===== config.mk =====
export PLATFORM = sky130hd
export DESIGN_NAME = dc
export DESIGN_NICKNAME = d
export VERILOG_FILES = /design/src/rtl/dc.sv
export SDC_FILE = /design/constraint.sdc
export NUM_CORES = 1
export LEC_CHECK = 0
export BUFFER_PORTS_ARGS = -buffer_cell sky130_fd_sc_hd__buf_2
export CORE_AREA = 2 2 178 180
export DETAILED_ROUTE_END_ITERATION = 8
export DIE_AREA = 0 0 180 182
export PLACE_DENSITY_LB_ADDON = 0.1
export SYNTH_ARGS = -nofsm -noshare
export SYNTH_HDL_FRONTEND = slang
export SYNTH_SLANG_ARGS = --single-unit

===== constraint.sdc =====
create_clock -name clk -period 7.4 [get_ports clk]
set_input_delay 0.37 -clock clk [delete_from_list [all_inputs] [get_ports clk]]
set_output_delay 0.37 -clock clk [all_outputs]
set_load 0.005 [all_outputs]

===== src/rtl/dc.sv =====
// dc: data-access stage between EX and MEM.
// Issues one data SRAM request per load/store and stalls until it returns.
module dc #(
  parameter int EX_TO_DC_WD  = 174,
  parameter int DC_TO_MEM_WD = 142,
  parameter int STALL_WD     = 6
) (
  input  logic                    clk,
  input  logic                    rst,
  input  logic                    flush,
  input  logic [STALL_WD-1:0]     stall,
  input  logic [EX_TO_DC_WD-1:0]  ex_to_dc_bus,
  output logic [DC_TO_MEM_WD-1:0] dc_to_mem_bus,
  output logic [31:0]             dc_rdata,
  output logic                    stallreq_for_dc,
  output logic                    data_sram_en,
  output logic [3:0]              data_sram_wen,
  output logic [31:0]             data_sram_addr,
  output logic [31:0]             data_sram_wdata,
  input  logic                    data_sram_addr_ok,
  input  logic                    data_sram_data_ok,
  input  logic [31:0]             data_sram_rdata
);

  localparam int  EN_BIT   = 75;
  localparam int  WEN_LSB  = 71;
  localparam int  ADDR_LSB = 32;
  localparam logic STOP    = 1'b1;
  localparam logic NO_STOP = 1'b0;

  typedef enum logic [2:0] {
    S_IDLE,
    S_REQ,
    S_WAIT,
    S_DONE,
    S_CANCEL
  } state_t;

  logic [EX_TO_DC_WD-1:0] r_bus;
  state_t                 r_state;
  logic [31:0]            r_rdata_hold;

  logic        w_mem_op;
  logic [3:0]  w_wen;
  logic [31:0] w_addr;
  logic [31:0] w_wdata;
  logic        w_own_stop;
  logic        w_mem_stop;
  logic        w_issue;
  logic        w_en;
  logic        w_resp;
  logic        w_unused_stall;

  assign w_mem_op   = r_bus[EN_BIT];
  assign w_wen      = r_bus[WEN_LSB +: 4];
  assign w_addr     = r_bus[ADDR_LSB +: 32];
  assign w_wdata    = r_bus[31:0];
  assign w_own_stop = stall[4];
  assign w_mem_stop = stall[5];
  assign w_unused_stall = ^stall;

  always_ff @(posedge clk or posedge rst) begin
    if (rst) begin
      r_bus <= '0;
    end else if (flush) begin
      r_bus <= '0;
    end else if (w_own_stop == STOP && w_mem_stop == NO_STOP) begin
      r_bus <= '0;
    end else if (w_own_stop == NO_STOP) begin
      r_bus <= ex_to_dc_bus;
    end
  end

  // A flush in IDLE suppresses the request before the SRAM can see it.
  assign w_issue = (r_state == S_IDLE) & w_mem_op & ~flush;
  assign w_en    = w_issue | (r_state == S_REQ);
  assign w_resp  = (r_state == S_WAIT) & data_sram_data_ok;

  always_ff @(posedge clk or posedge rst) begin
    if (rst) begin
      r_state      <= S_IDLE;
      r_rdata_hold <= '0;
    end else begin
      unique case (r_state)
        S_IDLE: begin
          if (w_mem_op && !flush)
            r_state <= data_sram_addr_ok ? S_WAIT : S_REQ;
        end
        S_REQ: begin
          if (flush)
            r_state <= data_sram_addr_ok ? S_CANCEL : S_IDLE;
          else if (data_sram_addr_ok)
            r_state <= S_WAIT;
        end
        S_WAIT: begin
          if (data_sram_data_ok) begin
            r_rdata_hold <= data_sram_rdata;
            if (flush || w_mem_stop == NO_STOP)
              r_state <= S_IDLE;
            else
              r_state <= S_DONE;
          end else if (flush) begin
            r_state <= S_CANCEL;
          end
        end
        S_DONE: begin
          if (flush || w_mem_stop == NO_STOP)
            r_state <= S_IDLE;
        end
        S_CANCEL: begin
          if (data_sram_data_ok)
            r_state <= S_IDLE;
        end
        default: r_state <= S_IDLE;
      endcase
    end
  end

  assign stallreq_for_dc = w_mem_op & ~(w_resp | (r_state == S_DONE));
  assign dc_rdata        = w_resp ? data_sram_rdata : r_rdata_hold;
  assign dc_to_mem_bus   = r_bus[EX_TO_DC_WD-1:32];

  assign data_sram_en    = w_en;
  assign data_sram_wen   = w_en ? w_wen : 4'b0;
  assign data_sram_addr  = w_en ? w_addr : 32'b0;
  assign data_sram_wdata = w_en ? w_wdata : 32'b0;

  a_data_ok_expected: assert property (
    @(posedge clk) disable iff (rst)
    data_sram_data_ok |-> (r_state == S_WAIT || r_state == S_CANCEL)
  );

endmodule


==> run summary, run 1 <==
Vias per Instance -> 4.47
Drt pass-1 iters -> 4
Setup Buffers After CTS -> 0
RSZ-0062 raised after global routing -> no
CP startpoint kind -> register
P_int -> 2400 uW
CP max FO -> 32
Clock buffer depth -> 3
Core Area -> 31,000 sq um
Number of synthesized register bits -> 209
Sw frac -> 26.4%
Layout cells sized above 1 -> 53.6%
Syn_nets -> 921
Mapped Cells -> 704
Clock sink count -> 209
Post-synthesis sequential area ratio -> 57.5%
Area of the mapped netlist -> 9090 sq um
Clk slew on worst S/H paths -> 0.06 ns
Initial Utilization -> 29.3%
TNS Setup -> 0 ns
# nets final -> 1,221
Power per cell area -> 282 nW/um^2
Clk root buf -> clkbuf_16
# H-tree levels -> 1
Fillcell total -> 3,161
Pin count of the biggest net entering global routing -> 100
CTS tree -> yes
Clk_lat worst skew -> 0.52 ns
Most common flop cell mapped by yosys -> dfrtp_1
Psw -> 859 uW
Final Wtd Congestion -> 0.722
Commonest non-fill, non-tap cell in the layout -> buf_2
Number of global-route vias before repair -> 6,555
P&R area growth vs syn -> 26.9%
WL final -> 25,800 um
Max Clock Skew -> 0.00394 ns
Slew headroom -> 43.5%
Final Hold Violating Endpoints -> 0
Kind of critical path -> register to primary output
Die Span Y -> 182 um
# port buffers -> 456
Hold crit path type -> input pin to register
Final min period -> 2.75 ns
Flop pwr share -> 41.4%
Syn avg cell area -> 12.9 sq um
Post-DP HPWL -> 17,600 um
Post-layout util -> 37.2%
CTS Buf Count -> 26
Total gr overflow -> 0
WL/cell -> 18.0 um
Final setup viols -> 0
Max Cap Viol -> 0
CP Capture Type -> primary output
Netlist cell types -> 34
Antenna violations before repair -> 7
Status -> completed
Crit path DAT -> 2.38 ns
Ports -> 461
First-pass GRT wire length -> 39,500 um
Cell row count -> 65
Clock group share of total power -> 39.7%
Post-synth EDFFs -> 0
Peak supply drop -> 158 uV
Die area -> 32,800 sq um
DRC viols -> 0
Yosys warns -> 0
Most frequent cells in the layout -> buf_2, dfrtp_1, a22o_1
Die width -> 180 um
Initial DRC Count -> 275
FMAX -> 0.364 GHz
Total GRT Usage -> 15.1%
Slew @ Worst Pin -> 0.848 ns
Comb power frac -> 18.8%
ANT nets after route -> 0
Final worst-path cycle share -> 37.1%
Ys async rst share -> 100%
Via count -> 6,398
CP Data Required Time -> 7.03 ns
Slew Limit Fails -> 0
Cell leakage power -> 0.00636 uW
worst max-delay path, stage by stage (launching register included):
cell and delay [ns]:
dfrtp_1 0.49, nand2b_4 0.22, nor3b_4 0.19, buf_4 0.39
mux2_2 0.41, buf_2 0.13
final timing paths:
check,cells after the start,end,slack [ns],startpoint
max reg2reg,4,r_rdata_hold[16],5.55,r_state[2]
max in group asynchronous,4,r_bus[93],5.56,rst
min reg2reg,1,r_rdata_hold[24],0.48,r_rdata_hold[24]
min,2,r_bus[73],0.06,ex_to_dc_bus[73]
max,5,dc_rdata[16],4.65,r_state[2]
min in group asynchronous,3,r_bus[123],0.50,rst
power by group through the flow:
stage                     combinational (uW)  clock, uW  sequential (uW)
after floorplan                          425          0             1340
after global placement                   632          0             1370
after detailed placement                 632          0             1370
after CTS                                633       1330             1350
after global routing                     685       1390             1370
final                                    613       1290             1350
layout make-up:
type                       instances  area (sq um)  area share [%]
clock buffer                      38           777            6.73
inverter                           2          15.0           0.130
antenna                            5          12.5           0.108
sequential                       209          5230            45.3
clock inverter                     9           106           0.922
timing repair buffer             466          2360            20.4
tap                              402           503            4.36
multi-input combinational        299          2540            22.0
cells in the mapped netlist (2+ instances only):
cell type / number / area [sq um]
a21oi_1: 2 / 10.0
a22o_1: 174 / 1520
and2_1: 68 / 425
buf_1: 2 / 7.51
buf_2: 26 / 130
buf_4: 144 / 1080
buf_6: 4 / 45.0
clkbuf_1: 16 / 60.1
dfrtp_1: 209 / 5230
mux2_2: 32 / 360
nor2_1: 2 / 7.51
nor3b_1: 2 / 15.0
o31ai_1: 2 / 15.0
sequential cells by signal, summed over array words and instances (netlist names):
| register | cells |
|---|---|
| r_rdata_hold | 32 |
| r_state | 3 |
| r_bus | 174 |
stage by stage:
stage	instance area (sq um)	setup WS (ns)	cells	total power (uW)	hold slack (ns)
after CTS	11500	4.61	1425	3320	0.0319
after global routing	11500	4.51	1430	3440	0.0335
after floorplan	9090	1.32	704	1760	0.464
after detailed placement	10600	5.12	1377	2000	0.476
final	11500	4.65	1430	3260	0.0581
after global placement	10600	5.08	1377	2000	0.466
logic make-up (layout without fill, tap and decap cells):
| family | count (synthesis) | count (layout) | synth area share [%] |
|---|---|---|---|
| simple gates | 80 | 80 | 5.81 |
| buf+inv | 196 | 515 | 14.8 |
| flops | 209 | 209 | 57.5 |
| other cells | 0 | 5 | 0 |
| mux | 34 | 34 | 4.20 |
| compound gates | 185 | 185 | 17.7 |
routing by layer:
| metal | vias to the layer above | part of all wire (%) | global-route usage [%] |
|---|---|---|---|
| met3 | 49 | 7.0 | 3.87 |
| met4 | 4 | 2.2 | 4.88 |
| li1 | 2976 | - | - |
| met5 | - | 0.10 | 0 |
| met2 | 255 | 50 | 25.5 |
| met1 | 3114 | 41 | 18.9 |
timing repair:
item | 4_1_cts | 5_1_grt
resized for setup | 0 | 0
endpoints found under the hold margin | 1 | 0
hold buffers | 1 | 0
No activity file was read; power rests on OpenSTA's default activity.
==> run 2: changes to the inputs <==
==> constraint.sdc (replaced) <==
create_clock -name clk -period 2.8 [get_ports clk]
set_input_delay 0.14 -clock clk [delete_from_list [all_inputs] [get_ports clk]]
set_output_delay 0.14 -clock clk [all_outputs]
set_load 0.005 [all_outputs]
==> run summary, run 2 (synthesis results as in run 1) <==
Max Clock Skew -> 0.00597 ns (+0.00202 ns)
CP max FO -> 32 (unchanged)
Ports -> 461 (unchanged)
Cts repair resizes -> 0 (unchanged)
Layout cells sized above 1 -> 44.5% (-9.1 points)
# nets final -> 1,432 (+17%)
Slew Limit Fails -> 0 (unchanged)
Core Area -> 31,000 sq um (unchanged)
CTS tree -> yes
CP Data Required Time -> 2.66 ns (-4.37 ns)
P&R area growth vs syn -> 50.2%
Dpl ws -> 0.803 ns (-4.32 ns)
Most frequent cells in the layout -> buf_2, dlygate4sd3_1, dfrtp_1
WL final -> 27,700 um (+7.3%)
Hold crit path type -> input pin to register
Clk slew on worst S/H paths -> 0.05 ns (about the same)
Clock group share of total power -> 37.5% (-2.2 points)
FMAX -> 0.395 GHz
Total GRT Usage -> 16.2% (+1.1 points)
First-pass GRT wire length -> 43,000 um (+8.9%)
Final Wtd Congestion -> 0.727 (+0.75%)
Post-layout util -> 44.1% (+6.8 points)
Die Span Y -> 182 um (unchanged)
Max Cap Viol -> 0 (unchanged)
Clock buffer depth -> 3 (unchanged)
Largest delay share family, worst path -> buffers and inverters
Via count -> 7,309 (+14%)
Crit-path max cell delay -> 0.49 ns (about the same)
Die width -> 180 um (unchanged)
Status -> completed
P_int -> 6450 uW (+170%)
Comb power frac -> 21.7% (+2.9 points)
Antenna violations before repair -> 1 (-6)
Final Hold Violating Endpoints -> 0 (unchanged)
Sw frac -> 26.4% (+0.027 points)
Clk_lat worst skew -> 0.52 ns (about the same)
ANT nets after route -> 0 (unchanged)
CP Capture Type -> primary output
Die area -> 32,800 sq um (unchanged)
Final min period -> 2.53 ns
DRC viols -> 0 (unchanged)
Clock sink count -> 209 (unchanged)
Slew @ Worst Pin -> 0.745 ns (-0.103 ns)
Pin count of the biggest net entering global routing -> 101 (+1.0%)
Peak supply drop -> 453 uV (+190%)
Number of global-route vias before repair -> 7,588 (+16%)
Largest regs -> r_bus (174), r_rdata_hold (32), r_state (3)
Psw -> 2320 uW (+170%)
Crit path buf inv count -> 2 (unchanged)
RSZ-0062 raised after global routing -> no
DP Area -> 10,700 sq um (+0.88%)
Kind of critical path -> register to primary output
Slew headroom -> 50.2% (+6.7 points)
Drt pass-1 iters -> 4 (unchanged)
Slowest-stage cell, CP -> dfrtp_1
Total gr overflow -> 0 (unchanged)
Power per cell area -> 642 nW/um^2 (+130%)
Cell leakage power -> 0.00724 uW (+14%)
Final setup viols -> 0 (unchanged)
CTS Buf Count -> 26 (unchanged)
Vias per Instance -> 4.48 (about the same)
Crit path DAT -> 2.39 ns (about the same)
Final worst-path cycle share -> 90.4%
CP startpoint kind -> register
WL/cell -> 16.9 um (-6.0%)
Commonest non-fill, non-tap cell in the layout -> buf_2
Crit path cell chain -> nand2b_4 -> nor3b_4 -> buf_4 -> mux2_2 -> buf_2
# H-tree levels -> 1 (unchanged)
Initial Utilization -> 29.3% (unchanged)
Cell row count -> 65 (unchanged)
Post-DP HPWL -> 18,000 um (+2.3%)
Clk root buf -> clkbuf_16
Setup ws final -> 0.269 ns (-4.38 ns)
Post-route cell area -> 13,700 sq um (+18%)
Most flops, register -> r_bus
Largest register FFs -> 174 (unchanged)
Initial DRC Count -> 304 (+11%)
TNS Setup -> 0 ns (unchanged)
# port buffers -> 456 (unchanged)
Flop pwr share -> 40.8% (-0.6 points)
==> run 2: changes by cell type in the layout (fill, tap and decap cells not counted) <==
cell / before / now
dlygate4sd3_1: 1 / 209
inv_8: 2 / 0
clkinv_2: 4 / 2
buf_12: 0 / 6
diode_2: 5 / 1
bufinv_16: 2 / 1
buf_4: 9 / 6
clkbuf_1: 5 / 4
clkbuf_8: 6 / 7
==> run 2: power by group through the flow <==
stage | combinational [uW] | clock, uW | sequential [uW]
after CTS | 1930 | 3410 | 3570
after floorplan | 1120 | 0 | 3540
after detailed placement | 1690 | 0 | 3620
final | 1900 | 3290 | 3570
after global routing | 2080 | 3520 | 3610
after global placement | 1690 | 0 | 3610
==> run 2: cell type report <==
cell class                 instances  area (sq um)
antenna                            1          2.50
clock buffer                      38           787
clock inverter                     4          47.5
fill                            2977         17300
inverter                           2          11.3
multi-input combinational        299          2540
sequential                       209          5230
tap                              402           503
timing repair buffer             677          4540
==> run 2: metal layers <==
metal  track usage, %  vias to the layer above  share of wire [%]
met2             28.0                      291                 50
li1                 -                     3385                  -
met3             3.23                       58                5.7
met5                0                        -                  0
met4             6.21                        0                3.8
met1             19.8                     3575                 40
==> run 2: path summary, 6_finish.rpt <==
path	from	end	slack, ns	cells past startpoint
min in group asynchronous	rst	r_bus[156]	0.31	3
max in group asynchronous	rst	r_bus[90]	1.70	4
min reg2reg	r_rdata_hold[24]	r_rdata_hold[24]	0.49	1
min	data_sram_addr_ok	r_state[2]	0.05	3
max	r_state[2]	dc_rdata[15]	0.27	5
max reg2reg	r_state[2]	r_rdata_hold[15]	0.94	4
==> run 2: stage by stage <==
stage | power [uW] | hold WS (ns) | cells
floorplan | 4660 | 0.273 | 704
global placement | 5310 | 0.323 | 1380
detailed placement | 5310 | 0.312 | 1380
CTS | 8920 | 0.0184 | 1631
global route | 9210 | 0.0581 | 1631
finish | 8770 | 0.0541 | 1632
==> run 2: what timing repair did <==
item                                   CTS  global route
setup buffers                            0             0
endpoints found under the hold margin  232             0
hold buffers                           209             0
==> run 2: worst register-to-register path, cell delays in order, from the launching register on <==
cell,delay [ns]
dfrtp_1,0.49
nand2b_4,0.22
nor3b_4,0.19
buf_4,0.40
mux2_2,0.44
